**src/rtl/rotate_share_arbiter.sv**
```systemverilog
// rotate_share_arbiter
//
// Shares one registered rotate-right datapath between two requesters.
// Each requester hands over an operand and a rotate amount through a
// valid/ready handshake. A round-robin arbiter picks the requester, and
// the rotated value lands in a single result register tagged with the
// requester id. The result register drains through res_valid/res_ready.
// Two saturating counters record how many results each requester has had
// consumed.
//
// Ports:
//   clk, rst_n                   clock, asynchronous active-low reset
//   reqN_valid, reqN_a, reqN_amt requester N operation (N = 0, 1)
//   reqN_ready                   requester N accepted this cycle
//   res_valid, res_data, res_id  result register contents
//   res_ready                    consumer takes the result this cycle
//   done_cnt0, done_cnt1         completed results per requester (saturating)

module rotate_share_arbiter #(
    parameter int DATA_W = 8,
    parameter int AMT_W  = 3,
    parameter int CNT_W  = 16
) (
    input  logic              clk,
    input  logic              rst_n,
    input  logic              req0_valid,
    input  logic [DATA_W-1:0] req0_a,
    input  logic [AMT_W-1:0]  req0_amt,
    output logic              req0_ready,
    input  logic              req1_valid,
    input  logic [DATA_W-1:0] req1_a,
    input  logic [AMT_W-1:0]  req1_amt,
    output logic              req1_ready,
    output logic              res_valid,
    output logic [DATA_W-1:0] res_data,
    output logic              res_id,
    input  logic              res_ready,
    output logic [CNT_W-1:0]  done_cnt0,
    output logic [CNT_W-1:0]  done_cnt1
);

    localparam logic [CNT_W-1:0] CNT_MAX = '1;

    logic              res_valid_q, res_valid_d;
    logic [DATA_W-1:0] res_data_q,  res_data_d;
    logic              res_id_q,    res_id_d;
    logic              last_grant_q, last_grant_d;
    logic [CNT_W-1:0]  cnt0_q, cnt0_d;
    logic [CNT_W-1:0]  cnt1_q, cnt1_d;

    logic              can_accept;
    logic              grant;
    logic              accept;
    logic              drain;
    logic [DATA_W-1:0] sel_a;
    logic [AMT_W-1:0]  sel_amt;
    logic [AMT_W-1:0]  src_idx;
    logic [DATA_W-1:0] rotated;

    // Arbitration: on contention the requester that did not win last time
    // gets the grant. When neither is valid the grant value is irrelevant
    // because both readies are qualified with their own valid.
    always_comb begin
        can_accept = !res_valid_q || res_ready;
        grant      = 1'b0;
        if (req0_valid && req1_valid) begin
            grant = !last_grant_q;
        end else if (req1_valid) begin
            grant = 1'b1;
        end
        req0_ready = can_accept && req0_valid && !grant;
        req1_ready = can_accept && req1_valid &&  grant;
        accept     = req0_ready || req1_ready;
        drain      = res_valid_q && res_ready;
    end

    // Rotate right: output bit i takes input bit (i + amt) mod DATA_W.
    // DATA_W is a power of two, so the AMT_W-bit add wraps naturally.
    always_comb begin
        sel_a   = grant ? req1_a   : req0_a;
        sel_amt = grant ? req1_amt : req0_amt;
        rotated = '0;
        src_idx = '0;
        for (int i = 0; i < DATA_W; i++) begin
            src_idx    = AMT_W'(i) + sel_amt;
            rotated[i] = sel_a[src_idx];
        end
    end

    // Result register and counters. A new accept overrides the drain-to-empty,
    // which gives back-to-back results without a bubble. The counters only
    // look at the result leaving the register, so they are independent of
    // whether a new result is loaded in the same cycle.
    always_comb begin
        res_valid_d  = res_valid_q;
        res_data_d   = res_data_q;
        res_id_d     = res_id_q;
        last_grant_d = last_grant_q;
        cnt0_d       = cnt0_q;
        cnt1_d       = cnt1_q;

        if (accept) begin
            res_valid_d  = 1'b1;
            res_data_d   = rotated;
            res_id_d     = grant;
            last_grant_d = grant;
        end else if (drain) begin
            res_valid_d = 1'b0;
        end

        if (drain) begin
            if (!res_id_q && cnt0_q != CNT_MAX) begin
                cnt0_d = cnt0_q + CNT_W'(1);
            end
            if (res_id_q && cnt1_q != CNT_MAX) begin
                cnt1_d = cnt1_q + CNT_W'(1);
            end
        end
    end

    // last_grant resets to 1 so requester 0 wins the first contention.
    always_ff @(posedge clk or negedge rst_n) begin
        if (!rst_n) begin
            res_valid_q  <= 1'b0;
            res_data_q   <= '0;
            res_id_q     <= 1'b0;
            last_grant_q <= 1'b1;
            cnt0_q       <= '0;
            cnt1_q       <= '0;
        end else begin
            res_valid_q  <= res_valid_d;
            res_data_q   <= res_data_d;
            res_id_q     <= res_id_d;
            last_grant_q <= last_grant_d;
            cnt0_q       <= cnt0_d;
            cnt1_q       <= cnt1_d;
        end
    end

    assign res_valid = res_valid_q;
    assign res_data  = res_data_q;
    assign res_id    = res_id_q;
    assign done_cnt0 = cnt0_q;
    assign done_cnt1 = cnt1_q;

endmodule
```
**config.mk**
```make
export PLATFORM = sky130hd
export DESIGN_NAME = rotate_share_arbiter
export DESIGN_NICKNAME = d
export VERILOG_FILES = /design/src/rtl/rotate_share_arbiter.sv
export SDC_FILE = /design/constraint.sdc
export NUM_CORES = 1
export LEC_CHECK = 0
export BUFFER_PORTS_ARGS = -buffer_cell sky130_fd_sc_hd__buf_2
export CORE_ASPECT_RATIO = 0.8
export CORE_MARGIN = 2
export CORE_UTILIZATION = 55
export CTS_BUF_LIST = sky130_fd_sc_hd__clkbuf_8
export CTS_CLUSTER_DIAMETER = 30
export DETAILED_ROUTE_END_ITERATION = 8
export PLACE_DENSITY = 0.82
export SLEW_MARGIN = 20
export SYNTH_ARGS = -nofsm -noshare
export SYNTH_HDL_FRONTEND = slang
export SYNTH_SLANG_ARGS = --single-unit
```
**constraint.sdc**
```tcl
create_clock -name clk -period 3 [get_ports clk]
set_input_delay 0.3 -clock clk [delete_from_list [all_inputs] [get_ports clk]]
set_output_delay 0.3 -clock clk [all_outputs]
set_load 0.02 [all_outputs]
```
# --- Word-level counts from Yosys, hierarchy flattened ---
# Cells that the tools add are included.
# Widths: inputs -> output; s select.
classes:
  addsub: 9
  order_cmp: 8
  eq_ne: 2
  n_mux: 22
  n_reduce_logical: 17
ops:
  columns: ["op", "n"]
  rows:
  - ["$add 16x1->16 const B", 2]
  - ["$lt 3x4->1 const B", 8]
  - ["$ne 16x16->1 const B", 2]
  - ["$bmux 1 s3", 8]
  - ["$add 3x3->3 const A", 4]
  - ["$mux 1", 12]
  - ["$logic_and 1x1->1", 8]
  - ["$mux 8", 1]
  - ["$add 2x3->3 const A", 2]
  - ["$logic_not 1->1", 4]
  - ["$reduce_and 2->1", 2]
  - ["$add 1x3->3 const A", 1]
  - ["$mux 3", 1]
  - ["$logic_or 1x1->1", 2]
  - ["$reduce_bool 2->1", 1]
totals:
  ff_bits: 43
  input_bits: 27
  out_inout_bits: 44
  elab_cells: 64

# --- Depth between registers and ports, before layout ---
depth:
  depth_word: 6
  ltp_mapped: 8
  ltp_nobuf: 7

# --- Worst setup path after synthesis ---
# OpenSTA, ideal clock, no wires.
synth_timing:
  kind: "reg-to-reg"
  from: "reg last_grant_q"
  to: "reg res_data_q[1], in the netlist res_data[1]"
  arrival_ps: 2104
  setup_slack_ps: 792
  path_stages_with_launch: 9
  path_buffers: 1
  period_less_slack_ps: 2208
  cell_sequence: "dfstp_2 -> a21boi_4 -> buf_4 -> mux2_2 -> ha_1 -> nand2b_1 -> a21o_1 -> and2_1 -> o311ai_1"
synth_via:
  elab_chain_cells: 6
  elab_cells_between_ends: 11
synth_lines:
  columns: ["element", "line", "text"]
  rows:
  - ["from (decl)", "47", "logic last_grant_q, last_grant_d;"]
  - ["from (signal assigned)", "134", "last_grant_q <= last_grant_d;"]
  - ["$logic_not 1->1 (*)", "67", "grant = !last_grant_q;"]
  - ["$mux 1 (*)", "66", "if (req0_valid && req1_valid) begin"]
  - ["$mux 3", "81", "sel_amt = grant ? req1_amt : req0_amt;"]
  - ["$add 1x3->3", "85", "src_idx = AMT_W'(i) + sel_amt;"]
  - ["$bmux 1 s3", "86", "rotated[i] = sel_a[src_idx];"]
  - ["$mux 1 (implied by the code)", "86", null]
  - ["to (signal assigned)", "132", "res_data_q <= res_data_d;"]
  - ["to (decl)", "45", "logic [DATA_W-1:0] res_data_q, res_data_d;"]
# Mark *: on every way between the ends. The rest lies on a longest branch, timed or not. The select of a mux whose other input is x is not followed.
# A chain may end at the register's enable or synchronous reset.

# --- Final worst setup path ---
# Same ends and word-level chain as after synthesis.

==> metrics.txt <==
# TYPE chip_impl_metric gauge
chip_impl_metric{name="synth-seq-cells",unit=""} 43
chip_impl_metric{name="num_rows",unit=""} 23
chip_impl_info{name="netlist.top_cell.by_area",value="sky130_fd_sc_hd__dfrtp_1"} 1
chip_impl_info{name="cts_tree",value="yes"} 1
chip_impl_metric{name="post-cts-setup-buffers",unit=""} 0
chip_impl_info{name="timing.critical_path.to_type",value="register"} 1
chip_impl_metric{name="pin_count",unit=""} 71
chip_impl_info{name="ys_top_cells_by_area",value="sky130_fd_sc_hd__dfrtp_1 38%, sky130_fd_sc_hd__mux4_2 11%, sky130_fd_sc_hd__xor2_1 5.9%, sky130_fd_sc_hd__mux2i_1 5.7%, sky130_fd_sc_hd__xnor2_1 3.8%"} 1
chip_impl_info{name="synth.top_cells.by_count",value="42 x sky130_fd_sc_hd__dfrtp_1, 20 x sky130_fd_sc_hd__nand2_1, 19 x sky130_fd_sc_hd__xor2_1"} 1
chip_impl_metric{name="diode_count",unit=""} 0
chip_impl_metric{name="routed_wl",unit="um"} 6000
chip_impl_metric{name="design.core.area",unit="um^2"} 4950
chip_impl_metric{name="power_report.internal_total",unit="mW"} 1.10
chip_impl_metric{name="dr.pass1.iters",unit=""} 4
chip_impl_info{name="rsz_0062_raised_after_global_routing",value="false"} 1
chip_impl_metric{name="crit_required",unit="ps"} 3170
chip_impl_metric{name="maxCapViolCount",unit=""} 0
chip_impl_metric{name="ctsHoldBuffers",unit=""} 0
chip_impl_metric{name="net_switching_power_figure",unit="mW"} 0.687
chip_impl_metric{name="die_h",unit="um"} 67.9
chip_impl_metric{name="finalPower",unit="mW"} 1.79
chip_impl_metric{name="mapped_avg_cell_area",unit="um^2"} 11.2
chip_impl_metric{name="leakage",unit="nW"} 1.55
chip_impl_metric{name="tritoncts.num_buffers",unit=""} 5
chip_impl_metric{name="syn_inst",unit=""} 250
chip_impl_metric{name="post_cts_resize_count",unit=""} 0
chip_impl_metric{name="mappedNetlistArea",unit="um^2"} 2800
chip_impl_metric{name="worst-endpoint-arrival",unit="ps"} 2190
chip_impl_metric{name="fin_area",unit="um^2"} 3290
chip_impl_metric{name="wire_per_inst",unit="um"} 15.6
chip_impl_metric{name="grt_use_met3",unit="%"} 3.98
chip_impl_metric{name="final_min_period",unit="ps"} 2020
chip_impl_metric{name="final.setup_skew",unit="ps"} 6.94
chip_impl_metric{name="dp_hpwl",unit="um"} 4730
chip_impl_metric{name="finish.net_count",unit=""} 351
chip_impl_info{name="critPathLaunchType",value="register"} 1
chip_impl_metric{name="placedCellCount",unit=""} 376
chip_impl_metric{name="post_route_core_utilization",unit="%"} 66.6
chip_impl_metric{name="synth_edf_count",unit=""} 0
chip_impl_metric{name="cp_max_fo",unit=""} 4
chip_impl_metric{name="worst_skew_pair.late_latency",unit="ps"} 290
chip_impl_metric{name="finalNonFillerCells",unit=""} 384
chip_impl_metric{name="ir_worst_vdd",unit="V"} 0.000441
chip_impl_metric{name="p_clk_share",unit="%"} 21.0
chip_impl_metric{name="grt_use_met2",unit="%"} 39.3
chip_impl_metric{name="initial_core_util",unit="%"} 56.6
chip_impl_metric{name="grt_max_degree",unit=""} 44
chip_impl_metric{name="route.vias.total",unit=""} 2266
chip_impl_info{name="synth_top_flop_cell",value="sky130_fd_sc_hd__dfrtp_1"} 1
chip_impl_metric{name="finalSetupViolations",unit=""} 0
chip_impl_metric{name="async_flop_share",unit="%"} 100
chip_impl_info{name="status",value="completed"} 1
chip_impl_metric{name="tritoncts_num_sinks",unit=""} 43
chip_impl_metric{name="final_antenna_net_count",unit=""} 0
chip_impl_metric{name="fraction_of_the_yosys_area_taken_by_sequential_cells",unit="%"} 38.4
chip_impl_metric{name="die_area",unit="um^2"} 5690
chip_impl_metric{name="combinationalPowerShare",unit="%"} 33.3
chip_impl_metric{name="timing_worst_slew_pin_value",unit="ps"} 925
chip_impl_info{name="min_path_type",value="in2async"} 1
chip_impl_metric{name="post_route_cells_drive_above_1_share",unit="%"} 34.5
chip_impl_metric{name="maxSlewHeadroom",unit="%"} 38.3
chip_impl_metric{name="synth_top_area_share",unit="%"} 37.5
chip_impl_metric{name="finalHoldViolCount",unit=""} 0
chip_impl_metric{name="ys.warnings.count",unit=""} 0
chip_impl_metric{name="finalCritPeriodShare",unit="%"} 67.4
chip_impl_metric{name="final.fill_count",unit=""} 423
chip_impl_metric{name="fp.dieW",unit="um"} 83.8
chip_impl_metric{name="globalRouteOverflowTotal",unit=""} 0
chip_impl_metric{name="via_count_normalized_by_instance_count",unit=""} 5.90
chip_impl_metric{name="max_freq",unit="MHz"} 494
chip_impl_metric{name="grt_pass1_vias",unit=""} 2129
chip_impl_metric{name="htreeDepth",unit=""} 2
chip_impl_metric{name="global_route.usage.total",unit="%"} 22.5
chip_impl_metric{name="remaining_drc_errors",unit=""} 0
chip_impl_metric{name="clk_transition_reported_paths",unit="ps"} 90
chip_impl_info{name="synthMostInstantiatedCell",value="sky130_fd_sc_hd__dfrtp_1"} 1
chip_impl_metric{name="gp_routability_congestion",unit=""} 0.825
chip_impl_metric{name="cts.path.max_buffers",unit=""} 2
chip_impl_metric{name="initialDrtViolationCount",unit=""} 106
chip_impl_metric{name="maxSlewViolCount",unit=""} 0
chip_impl_metric{name="dpl-instance-area",unit="um^2"} 3200
chip_impl_info{name="cts_root_cell",value="sky130_fd_sc_hd__clkbuf_8"} 1
chip_impl_metric{name="netSwitchingFraction",unit="%"} 38.5
chip_impl_metric{name="power.share.sequential",unit="%"} 45.7
chip_impl_metric{name="syn-num-nets",unit=""} 280
chip_impl_metric{name="r2r.worst_path.cells",unit=""} 7
chip_impl_metric{name="grt_pass1_wl",unit="um"} 10300
chip_impl_metric{name="grt_antenna_before_repair",unit=""} 0
chip_impl_metric{name="finalSetupTns",unit="ps"} 0
chip_impl_metric{name="buffer_ports.inserted",unit=""} 70
chip_impl_metric{name="area_delta_synth_final",unit="%"} 17.5
chip_impl_info{name="path_class",value="reg2reg"} 1
chip_impl_info{name="gr-max-usage-layer",value="met2"} 1
chip_impl_metric{name="power_density_relative_to_cell_area",unit="nW/um^2"} 543
chip_impl_metric{name="globalRouteMet1Util",unit="%"} 30.7
chip_impl_metric{name="synth_cell_type_count",unit=""} 46
-- layer usage --
layer / up-vias / part of all wire, %
met3: 2 / 4.5
met5: - / 0
met4: 0 / 0.32
met2: 71 / 50
met1: 1095 / 45
li1: 1098 / -
-- power by group through the flow --
stage	clock, mW	sequential, mW	combinational [mW]
floorplan	0	0.924	0.283
global placement	0	0.820	0.584
detailed placement	0	0.826	0.602
CTS	0.385	0.815	0.603
global route	0.410	0.836	0.658
finish	0.375	0.817	0.596
-- worst paths after layout --
path / start / end / slack (ps)
worst min-delay path: rst_n / done_cnt1[13]$_DFFE_PN0P_ / 140
min in group clk: req0_valid / last_grant_q$_DFFE_PN1P_ / 270
worst min register to register: res_data[7]$_DFFE_PN0P_ / res_data[7]$_DFFE_PN0P_ / 490
worst max register to register: last_grant_q$_DFFE_PN1P_ / res_data[1]$_DFFE_PN0P_ / 980
worst max-delay path: last_grant_q$_DFFE_PN1P_ / res_data[1]$_DFFE_PN0P_ / 980
max in group asynchronous: rst_n / res_data[7]$_DFFE_PN0P_ / 2290
-- cell usage in the layout, fill, tap and decap left out, types with 3 or more instances in the layout --
cell	instances
sky130_fd_sc_hd__nand4_1	8
sky130_fd_sc_hd__nor3_1	4
sky130_fd_sc_hd__xnor2_1	12
sky130_fd_sc_hd__nand2_1	20
sky130_fd_sc_hd__a211oi_1	9
sky130_fd_sc_hd__and4_1	6
sky130_fd_sc_hd__dfrtp_1	42
sky130_fd_sc_hd__nor4_1	3
sky130_fd_sc_hd__xor2_1	19
sky130_fd_sc_hd__o21ai_0	5
sky130_fd_sc_hd__a21oi_1	4
sky130_fd_sc_hd__nand3_1	15
sky130_fd_sc_hd__mux2_2	8
sky130_fd_sc_hd__o21ai_1	4
sky130_fd_sc_hd__ha_1	3
sky130_fd_sc_hd__nor2_1	7
sky130_fd_sc_hd__clkbuf_8	5
sky130_fd_sc_hd__nand4b_1	3
sky130_fd_sc_hd__and2_1	3
sky130_fd_sc_hd__mux2i_1	16
sky130_fd_sc_hd__mux4_2	14
sky130_fd_sc_hd__buf_2	70
sky130_fd_sc_hd__and3_1	3
sky130_fd_sc_hd__nand2b_1	3
sky130_fd_sc_hd__buf_4	4
-- final cells by class --
type | count | area [um^2] | share of cell area (%)
well taps | 62 | 77.6 | 2.35
inverters | 2 | 7.51 | 0.228
multi-input cells | 195 | 1660 | 50.3
flip-flops and latches | 43 | 1080 | 32.7
clock buffers | 5 | 68.8 | 2.09
repair buffers | 74 | 380 | 11.5
clock inverters | 3 | 25.0 | 0.760
-- through the flow --
step / hold WS [ps] / setup WS (ps)
floorplan: 4.41 / 792
global placement: 465 / 996
detailed placement: 473 / 925
CTS: 170 / 990
global route: 220 / 859
finish: 137 / 977
-- critical path, cell delays in order, from the launching register on --
cell and delay, ps:
sky130_fd_sc_hd__dfstp_2 580, sky130_fd_sc_hd__a21boi_4 70, sky130_fd_sc_hd__mux2_2 270, sky130_fd_sc_hd__ha_1 230, sky130_fd_sc_hd__nor2b_1 140, sky130_fd_sc_hd__o21ai_0 300
sky130_fd_sc_hd__and2_1 210, sky130_fd_sc_hd__o311ai_1 100
-- sequential cells by signal, indices dropped and copies added (netlist names) --
signal        cells
done_cnt0        16
done_cnt1        16
res_data          8
last_grant_q      1
res_id            1
res_valid         1
-- logic make-up after synthesis --
kind of cell / share of synthesized area, %
mux: 20.2
compound gates: 11.1
fa+ha+maj: 1.34
simple gates: 16.8
xor+xnor: 9.69
buf+inv: 2.41
flops: 38.4
Note: power is estimated with default switching activity, not from simulation.
